### src/rtl/wash_pkg.sv
// wash_pkg: shared 7-segment codes, conversion FSM states and time constants
package wash_pkg;
    localparam int SEC_PER_MIN = 60;
    localparam int MAX_REMAIN  = 4095;
    localparam int SEC_W       = $clog2(MAX_REMAIN + 1);
    localparam logic [6:0] SEG_0     = 7'h40;
    localparam logic [6:0] SEG_1     = 7'h79;
    localparam logic [6:0] SEG_2     = 7'h24;
    localparam logic [6:0] SEG_3     = 7'h30;
    localparam logic [6:0] SEG_4     = 7'h19;
    localparam logic [6:0] SEG_5     = 7'h12;
    localparam logic [6:0] SEG_6     = 7'h02;
    localparam logic [6:0] SEG_7     = 7'h78;
    localparam logic [6:0] SEG_8     = 7'h00;
    localparam logic [6:0] SEG_9     = 7'h10;
    localparam logic [6:0] SEG_BLANK = 7'h7F;

    typedef enum logic [2:0] {IDLE, LOAD, DIV60, DIV10M, DIV10S, DONE} conv_state_e;

    function automatic logic [6:0] seg_code(input logic [3:0] d);
        unique case (d)
            4'd0:    return SEG_0;
            4'd1:    return SEG_1;
            4'd2:    return SEG_2;
            4'd3:    return SEG_3;
            4'd4:    return SEG_4;
            4'd5:    return SEG_5;
            4'd6:    return SEG_6;
            4'd7:    return SEG_7;
            4'd8:    return SEG_8;
            4'd9:    return SEG_9;
            default: return SEG_BLANK;
        endcase
    endfunction
endpackage

### src/rtl/wash_sec_to_bcd.sv
// wash_sec_to_bcd: seconds to MM:SS BCD by repeated subtraction, one step per cycle
module wash_sec_to_bcd
    import wash_pkg::*;
(
    input  logic             clk,
    input  logic             rst,
    input  logic             start,
    input  logic [SEC_W-1:0] value,
    output logic             busy,
    output logic             done,
    output logic [3:0]       min_t,
    output logic [3:0]       min_o,
    output logic [3:0]       sec_t,
    output logic [3:0]       sec_o
);
    conv_state_e      state_q, state_d;
    logic [SEC_W-1:0] work_q, work_d;
    logic [6:0]       min_q, min_d;
    logic [2:0]       mt_q, mt_d, st_q, st_d;
    logic [15:0]      bcd_q, bcd_d;
    logic             busy_q, busy_d, done_q, done_d;

    always_comb begin
        state_d = state_q;
        work_d  = work_q;
        min_d   = min_q;
        mt_d    = mt_q;
        st_d    = st_q;
        bcd_d   = bcd_q;
        busy_d  = busy_q;
        done_d  = 1'b0;
        case (state_q)
            IDLE, DONE: begin
                state_d = start ? LOAD : IDLE;
                busy_d  = start;
                work_d  = start ? value : work_q;
            end
            LOAD: begin
                min_d   = '0;
                mt_d    = '0;
                st_d    = '0;
                state_d = DIV60;
            end
            DIV60: begin
                if (work_q >= SEC_W'(SEC_PER_MIN)) begin
                    work_d = work_q - SEC_W'(SEC_PER_MIN);
                    min_d  = min_q + 7'd1;
                end else state_d = DIV10M;
            end
            DIV10M: begin
                if (min_q >= 7'd10) begin
                    min_d = min_q - 7'd10;
                    mt_d  = mt_q + 3'd1;
                end else state_d = DIV10S;
            end
            DIV10S: begin
                if (work_q >= SEC_W'(10)) begin
                    work_d = work_q - SEC_W'(10);
                    st_d   = st_q + 3'd1;
                end else begin
                    state_d = DONE;
                    busy_d  = 1'b0;
                    done_d  = 1'b1;
                    bcd_d   = {1'b0, mt_q, min_q[3:0], 1'b0, st_q, work_q[3:0]};
                end
            end
            default: state_d = IDLE;
        endcase
    end

    always_ff @(posedge clk or posedge rst) begin
        if (rst) begin
            state_q <= IDLE;
            work_q  <= '0;
            min_q   <= '0;
            mt_q    <= '0;
            st_q    <= '0;
            bcd_q   <= '0;
            busy_q  <= 1'b0;
            done_q  <= 1'b0;
        end else begin
            state_q <= state_d;
            work_q  <= work_d;
            min_q   <= min_d;
            mt_q    <= mt_d;
            st_q    <= st_d;
            bcd_q   <= bcd_d;
            busy_q  <= busy_d;
            done_q  <= done_d;
        end
    end

    assign busy = busy_q;
    assign done = done_q;
    assign {min_t, min_o, sec_t, sec_o} = bcd_q;
endmodule

### src/rtl/wash_time_display.sv
// wash_time_display: MM:SS multiplexed active-low 7-segment display with alarm blink
module wash_time_display
    import wash_pkg::*;
#(
    parameter int SCAN_DIV  = 50000,
    parameter int BLINK_DIV = 25000000
) (
    input  logic        clk,
    input  logic        rst,
    input  logic [11:0] remain_sec,
    input  logic        remain_vld,
    input  logic        alarm,
    output logic [7:0]  seg,
    output logic [3:0]  an,
    output logic        busy
);
    localparam int SW = $clog2(SCAN_DIV);
    localparam int BW = $clog2(BLINK_DIV);

    logic             start, store, conv_busy, conv_done, scan_wrap, blink_wrap;
    logic [3:0]       min_t, min_o, sec_t, sec_o, dig;
    logic [6:0]       code;
    logic [SEC_W-1:0] value;
    logic             pend_q, pend_d, hide_q, hide_d, alarm_q;
    logic [11:0]      pend_val_q, pend_val_d;
    logic [SW-1:0]    scan_q, scan_d;
    logic [1:0]       idx_q, idx_d;
    logic [BW-1:0]    blink_q, blink_d;
    logic [7:0]       seg_q, seg_d;
    logic [3:0]       an_q, an_d;

    // A strobe goes straight to the converter only when it is idle with nothing queued
    assign start = !conv_busy && (pend_q || (remain_vld && !conv_done));
    assign store = remain_vld && !(start && !pend_q);
    assign value = pend_q ? pend_val_q : remain_sec;

    wash_sec_to_bcd u_conv (
        .clk   (clk),
        .rst   (rst),
        .start (start),
        .value (value),
        .busy  (conv_busy),
        .done  (conv_done),
        .min_t (min_t),
        .min_o (min_o),
        .sec_t (sec_t),
        .sec_o (sec_o)
    );

    always_comb begin
        pend_d     = store || (pend_q && !start);
        pend_val_d = store ? remain_sec : pend_val_q;
        scan_wrap  = scan_q == SW'(SCAN_DIV - 1);
        scan_d     = scan_wrap ? '0 : scan_q + SW'(1);
        idx_d      = scan_wrap ? idx_q + 2'd1 : idx_q;
        blink_wrap = blink_q == BW'(BLINK_DIV - 1);
        blink_d    = (!alarm || !alarm_q || blink_wrap) ? '0 : blink_q + BW'(1);
        hide_d     = alarm && alarm_q && (hide_q ^ blink_wrap);
        dig        = idx_q == 2'd0 ? sec_o : idx_q == 2'd1 ? sec_t : idx_q == 2'd2 ? min_o : min_t;
        code       = (idx_q == 2'd3 && min_t == 4'd0) ? SEG_BLANK : seg_code(dig);
        seg_d      = hide_d ? 8'hFF : {idx_q != 2'd2, code};
        an_d       = hide_d ? 4'hF : ~(4'b0001 << idx_q);
    end

    always_ff @(posedge clk or posedge rst) begin
        if (rst) begin
            pend_q     <= 1'b0;
            pend_val_q <= '0;
            scan_q     <= '0;
            idx_q      <= '0;
            blink_q    <= '0;
            hide_q     <= 1'b0;
            alarm_q    <= 1'b0;
            seg_q      <= 8'hFF;
            an_q       <= 4'hF;
        end else begin
            pend_q     <= pend_d;
            pend_val_q <= pend_val_d;
            scan_q     <= scan_d;
            idx_q      <= idx_d;
            blink_q    <= blink_d;
            hide_q     <= hide_d;
            alarm_q    <= alarm;
            seg_q      <= seg_d;
            an_q       <= an_d;
        end
    end

    assign seg  = seg_q;
    assign an   = an_q;
    assign busy = conv_busy;
endmodule
### config.mk
export PLATFORM = sky130hd
export DESIGN_NAME = wash_time_display
export DESIGN_NICKNAME = d
export VERILOG_FILES = /design/src/rtl/wash_pkg.sv /design/src/rtl/wash_sec_to_bcd.sv /design/src/rtl/wash_time_display.sv
export SDC_FILE = /design/constraint.sdc
export NUM_CORES = 1
export LEC_CHECK = 0
export CORE_MARGIN = 10
export CORE_UTILIZATION = 50
export DETAILED_ROUTE_END_ITERATION = 6
export PLACE_DENSITY_LB_ADDON = 0.12
export SLEW_MARGIN = 20
export SYNTH_ARGS = -nofsm -noshare
export SYNTH_HDL_FRONTEND = slang
export SYNTH_SLANG_ARGS = --single-unit
### constraint.sdc
create_clock -name clk -period 11.1 [get_ports clk]
set_input_delay 2.22 -clock clk [delete_from_list [all_inputs] [get_ports clk]]
set_output_delay 2.22 -clock clk [all_outputs]
set_load 0.005 [all_outputs]
# --- Word level (Yosys, flattened, before mapping) ---
# Memories as Yosys holds them, arrays and structs flattened.
# Index checks and enable logic that the tools add are counted.
totals:
  register_bits: 114
  romBits: 112
  in_bits: 16
  output_inout_bits: 13
  elab_cells: 116
  n_memories: 1
op_classes:
  addsub: 9
  n_lt_le_gt_ge: 3
  n_eq_ne: 18
  n_shift: 1
  muxes: 29
  n_bitwise: 3
  reduce_logical: 35
memory_table:
  columns: ["memory", "words", "width", "read_ports", "rd_clocked_by_memory_dff", "write_ports", "line_no", "rtl"]
  rows:
  - ["(no name shown)", 16, 7, 1, 0, 0, "wash_pkg.sv:21", "unique case (d)"]
op_table:
  columns: ["operator", "n"]
  rows:
  - ["12-bit two-way mux", 4]
  - ["12-bit case mux with 3 select lines", 1]
  - ["25-bit by 1-bit adder with 25-bit output (second input constant)", 1]
  - ["25-bit == test (second input constant)", 1]
  - ["25-bit two-way mux", 1]
  - ["7-bit two-way mux", 3]
  - ["7-bit case mux with 3 select lines", 1]
  - ["16-bit by 1-bit adder with 16-bit output (second input constant)", 1]
  - ["16-bit == test (second input constant)", 1]
  - ["16-bit two-way mux", 1]
  - ["4-bit two-way mux", 4]
  - ["3-bit two-way mux", 5]
  - ["3-bit case mux with 5 select lines", 1]
  - ["12-bit by 4-bit greater-or-equal comparator with 1-bit output (second input constant)", 1]
  - ["12-bit by 6-bit greater-or-equal comparator with 1-bit output (second input constant)", 1]
  - ["3-bit case mux with 2 select lines", 2]
  - ["12-bit by 4-bit subtractor with 12-bit output (second input constant)", 1]
  - ["12-bit by 6-bit subtractor with 12-bit output (second input constant)", 1]
  - ["2-bit != test (second input constant)", 5]
  - ["1-bit logical AND", 8]
  - ["8-bit two-way mux", 1]
  - ["2-bit AND reduction", 4]
  - ["7-bit by 1-bit adder with 7-bit output (second input constant)", 1]
  - ["7-bit by 4-bit greater-or-equal comparator with 1-bit output (second input constant)", 1]
  - ["other kinds (25)", 47]

# --- Logic depth before layout (Yosys ltp) ---
depth:
  depth_word: 8
  depth_mapped: 10
  mapped_depth_nobuf: 10

# --- By module ---
# From an unflattened synthesis, not the netlist that was laid out.
unflattened:
  hier_cells: 625
  area_unflattened_um2: 6248.5
by_module_without_submodules:
  columns: ["mod", "instances", "cells_each", "area_each_um2"]
  rows:
  - ["wash_time_display", 1, 329, 3474.6]
  - ["wash_sec_to_bcd", 1, 296, 2773.9]

# --- Least setup slack after synthesis ---
# No wires, ideal clock.
synth_path:
  path_type: "input to register"
  start: "input port remain_vld"
  end: "register u_conv.work_q[3]"
  setup_time_ns: 0.125
  t_arrival_ns: 3.367
  path_slack_ns: 7.608
  cell_stages: 6
  path_buffers: 1
  cell_sequence: "nor2b_1 o21bai_1 o311ai_2 and2_4 buf_6 mux2_4"
synth_between:
  elab_chain_cells: 5
synth_lines:
  columns: ["element", "line_no", "rtl"]
  rows:
  - ["from (decl)", "wash_time_display.sv:11", "input logic remain_vld,"]
  - ["1-bit logical AND", "wash_time_display.sv:33", "assign start = !conv_busy && (pend_q || (remain_vld && !conv_done));"]
  - ["1-bit logical OR", "wash_time_display.sv:33", null]
  - ["1-bit logical AND", "wash_time_display.sv:33", null]
  - ["2-bit != test (no line)", null, null]
  - ["4-bit AND reduction (no line)", null, null]
  - ["to (signal assigned)", "wash_sec_to_bcd.sv:83", "work_q <= work_d;"]
  - ["to (decl)", "wash_sec_to_bcd.sv:17", "logic [SEC_W-1:0] work_q, work_d;"]
# Every way passes these cells.
# A chain may end at the register's enable or synchronous reset.

# --- Worst setup path in the final report ---
# Same ends and word-level chain as after synthesis.

==> results.py <==
metrics = {
    "critical_path": {
        "path_cells": "clkdlybuf4s50_1, nor2b_1, o21bai_1, o311ai_2, and2_4, mux2_4",
        "critPathCaptureType": "flip-flop",
        "cp_top_family": "compound AO/OA/AOI/OAI gates",
        "r2r_cells": 4,
        "cp.arrival_ps": 4610,
        "criticalPathCategory": "in -> reg",
        "cpPeakStageDelay_ps": 870,
        "critPathMaxFanout": 13,
        "worst-r2r-setup-slack_ps": 7710,
        "startpoint_type": "input pin",
        "critPathSlowestCell": "o311ai_2",
        "r2r-end": "u_conv.work_q[3]",
        "rr_startpoint": "u_conv.state_q[0]",
        "critPathRequiredTime_ps": 11410,
        "cp_num_buf_inv": 1,
    },
    "sta": {
        "fin_crit_sh": 0.3875,
        "max_freq_mhz": 232.5,
        "relSlewSlack": 0.3380,
        "fin_crit_ps": 4301,
        "layout_setup_ws_ps": 6799,
        "tns_ps": 0,
        "drv_slew": 0,
        "rsz0062_at_grt": "false",
        "finClkSkew_ps": 20.62,
        "hold_violations": 0,
        "setup_viol": 0,
        "tightest_slew_ps": 991.4,
    },
    "yosys": {
        "synth_flop_cell": "dfrtp_1",
        "syn_nets": 668,
        "synth_seq_cells": 113,
        "synth-async-reset-ratio": 1.000,
        "ys_seq_area_frac": 0.4560,
        "netlist_instances": 631,
        "synth_edf_count": 0,
        "synth_area_um2": 6231,
        "avgSynthCellArea_um2": 9.875,
        "ys_types": 67,
        "ys_warn_count": 0,
    },
    "finish": {
        "antenna_cells": 0,
        "layout-drive-gt1-share": 0.1235,
        "synthToLayoutAreaGrowth_pct": 15.44,
        "fin_area_um2": 7193,
        "nNetsFinal": 689,
        "fillerInstances": 1049,
    },
    "floorplanning": {
        "start_util": 0.5145,
        "fp.dieH_um": 131.6,
        "row_count": 40,
        "core-area_um2": 12110,
        "fp.dieW_um": 131.6,
        "dieArea_um2": 17330,
        "io_pins": 29,
    },
    "run_status": {
        "status": "finished, final reports clean",
    },
    "global_routing": {
        "grt_use_total": 0.1629,
        "grt_pass1_vias": 4593,
        "grt_max_degree": 74,
        "grt_pass1_wl_um": 23360,
        "antenna_found_initial": 0,
        "gr-total-overflow": 0,
    },
    "placed_design": {
        "dp_hpwl_um": 9496,
        "gp_congestion": 0.9139,
        "io_buffers": 28,
        "pre_cts_ws_ps": 6449,
        "place_area_um2": 6626,
    },
    "power": {
        "p_leak_nw": 3.050,
        "finalPower_w": 0.001734,
        "p_per_area_nw_per_um2": 241.0,
        "ir_worst_vdd_mv": 0.1805,
    },
    "clocking": {
        "cts_repair_resize_count": 0,
        "clockRootBuffer": "clkbuf_16",
        "cts_tree": "done",
        "numCtsBuffers": 17,
        "clock_sinks": 113,
        "clock_path_buffers": 2,
        "post_cts_buffers": 0,
        "clk_pin_slew_ps": 50,
        "postCtsHoldBufs": 0,
        "htreeDepth": 4,
        "clk_latency_ps": 430,
    },
    "hold_path": {
        "hold_end": "blink_q[0]",
        "min_path_type": "reg -> reg",
        "hold_depth": 1,
        "hp-start": "blink_q[0]",
    },
    "drt": {
        "dr.pass1.iters": 5,
        "vias": 4871,
        "drtIter0Drc": 335,
        "vias_per_cell": 5.855,
        "drt_wl_total_um": 13800,
        "drc": 0,
        "ant_nets": 0,
        "detail_route.wl_per_cell_um": 16.59,
    },
    "run": {
        "cap_violations": 0,
    },
}
[cells in the final DEF, fill, tap and decap left out, types with 7 or more instances in the layout]
cell type,instances
o21ai_0,31
nor2b_1,9
nor4_1,11
nand2_1,49
a22o_1,10
ha_1,21
a31oi_1,8
and3_1,7
clkbuf_16,17
inv_1,26
clkdlybuf4s50_1,28
nand4_1,11
a21oi_1,16
dfstp_2,11
nor2_1,57
o22ai_1,7
xor2_1,17
nor3_1,15
mux2i_1,19
dfrtp_1,102
xnor2_1,23
nand3_1,29
mux2_2,28
[metal layers]
metal	part of all wire	vias up	track usage
met5	0	-	0
met4	0.018	0	0.06922
met3	0.054	17	0.05069
met2	0.46	151	0.2424
met1	0.47	2375	0.2137
li1	-	2328	-
[worst max path at each step]
| stage | startpoint | end | cells after the start |
|---|---|---|---|
| detailed placement | remain_vld | u_conv.work_q[3] | 6 |
| global route | remain_vld | u_conv.work_q[3] | 6 |
| CTS | remain_vld | u_conv.work_q[3] | 6 |
| floorplan | rst | alarm_q | 1 |
| finish | remain_vld | u_conv.work_q[3] | 6 |
| global placement | remain_vld | u_conv.work_q[3] | 6 |
[report_power, final]
| part | total, W | switching (W) | internal [W] |
|---|---|---|---|
| Sequential | 0.000612 | 0.000118 | 0.000494 |
| Clock | 0.000512 | 0.000183 | 0.000329 |
| Combinational | 0.000610 | 0.000336 | 0.000274 |
| Total | 0.00173 | 0.000637 | 0.00110 |
[flip-flops by register name, indices dropped and copies added, names as in the netlist]
| register | count |
|---|---|
| alarm_q | 1 |
| an | 4 |
| blink_q | 25 |
| hide_q | 1 |
| idx_q | 2 |
| pend_q | 1 |
| pend_val_q | 12 |
| scan_q | 16 |
| seg | 7 |
| u_conv.bcd_q | 14 |
| u_conv.busy | 1 |
| u_conv.done | 1 |
| u_conv.min_q | 7 |
| u_conv.mt_q | 3 |
| u_conv.st_q | 3 |
| u_conv.state_q | 3 |
| u_conv.work_q | 12 |
[layout make-up]
cell class	instances	area, um^2	area share
Timing Repair Buffer	31	302.8	0.04209
Tap cell	168	210.2	0.02922
Sequential cell	113	2841	0.3950
Inverter	28	107.6	0.01496
Clock inverter	4	50.05	0.006958
Clock buffer	27	503.0	0.06993
Multi-Input combinational cell	461	3178	0.4418
[Yosys cell counts (7+ instances only)]
master    instances  share of area
dfrtp_1         102           0.41
nor2_1           57          0.034
nand2_1          49          0.030
o21ai_0          32          0.026
nand3_1          29          0.023
mux2_2           28          0.051
inv_1            27          0.016
clkbuf_1         24          0.014
xnor2_1          23          0.032
ha_1             21          0.042
mux2i_1          19          0.031
xor2_1           17          0.024
a21oi_1          16          0.013
nor3_1           15          0.012
dfstp_2          11          0.046
nand4_1          11          0.011
nor4_1           11          0.011
a22o_1           10          0.014
nor2b_1           9         0.0090
a31oi_1           8         0.0080
and3_1            7         0.0070
o22ai_1           7         0.0070
[per-stage QoR]
| step | hold slack, ps | util | cells |
|---|---|---|---|
| final | 475.2 | 0.5939 | 832 |
| after global routing | 512.4 | 0.5939 | 832 |
| after CTS | 479.2 | 0.5928 | 832 |
| after detailed placement | 472.3 | 0.5471 | 801 |
| after global placement | 462.7 | 0.5471 | 801 |
| after floorplan | 444.4 | - | 631 |
[cell families (layout without fill, tap and decap cells)]
| family | after synthesis | count (layout) | share of synthesized area |
|---|---|---|---|
| flip-flops | 113 | 113 | 0.4560 |
| AO/OA/AOI/OAI | 126 | 126 | 0.1408 |
| multiplexers | 48 | 48 | 0.08353 |
| XOR/XNOR | 40 | 40 | 0.05622 |
| adder cells (fa/ha/maj) | 22 | 22 | 0.04377 |
| AND/OR/NAND/NOR | 225 | 225 | 0.1819 |
| buffers and inverters | 57 | 90 | 0.03775 |
[worst register-to-register path, stage by stage, from the launching register on]
cell and delay (ps):
dfrtp_1 850, clkinv_1 730, o311ai_2 1040, and2_4 360
mux2_4 310
No activity file was read; power rests on OpenSTA's default activity.
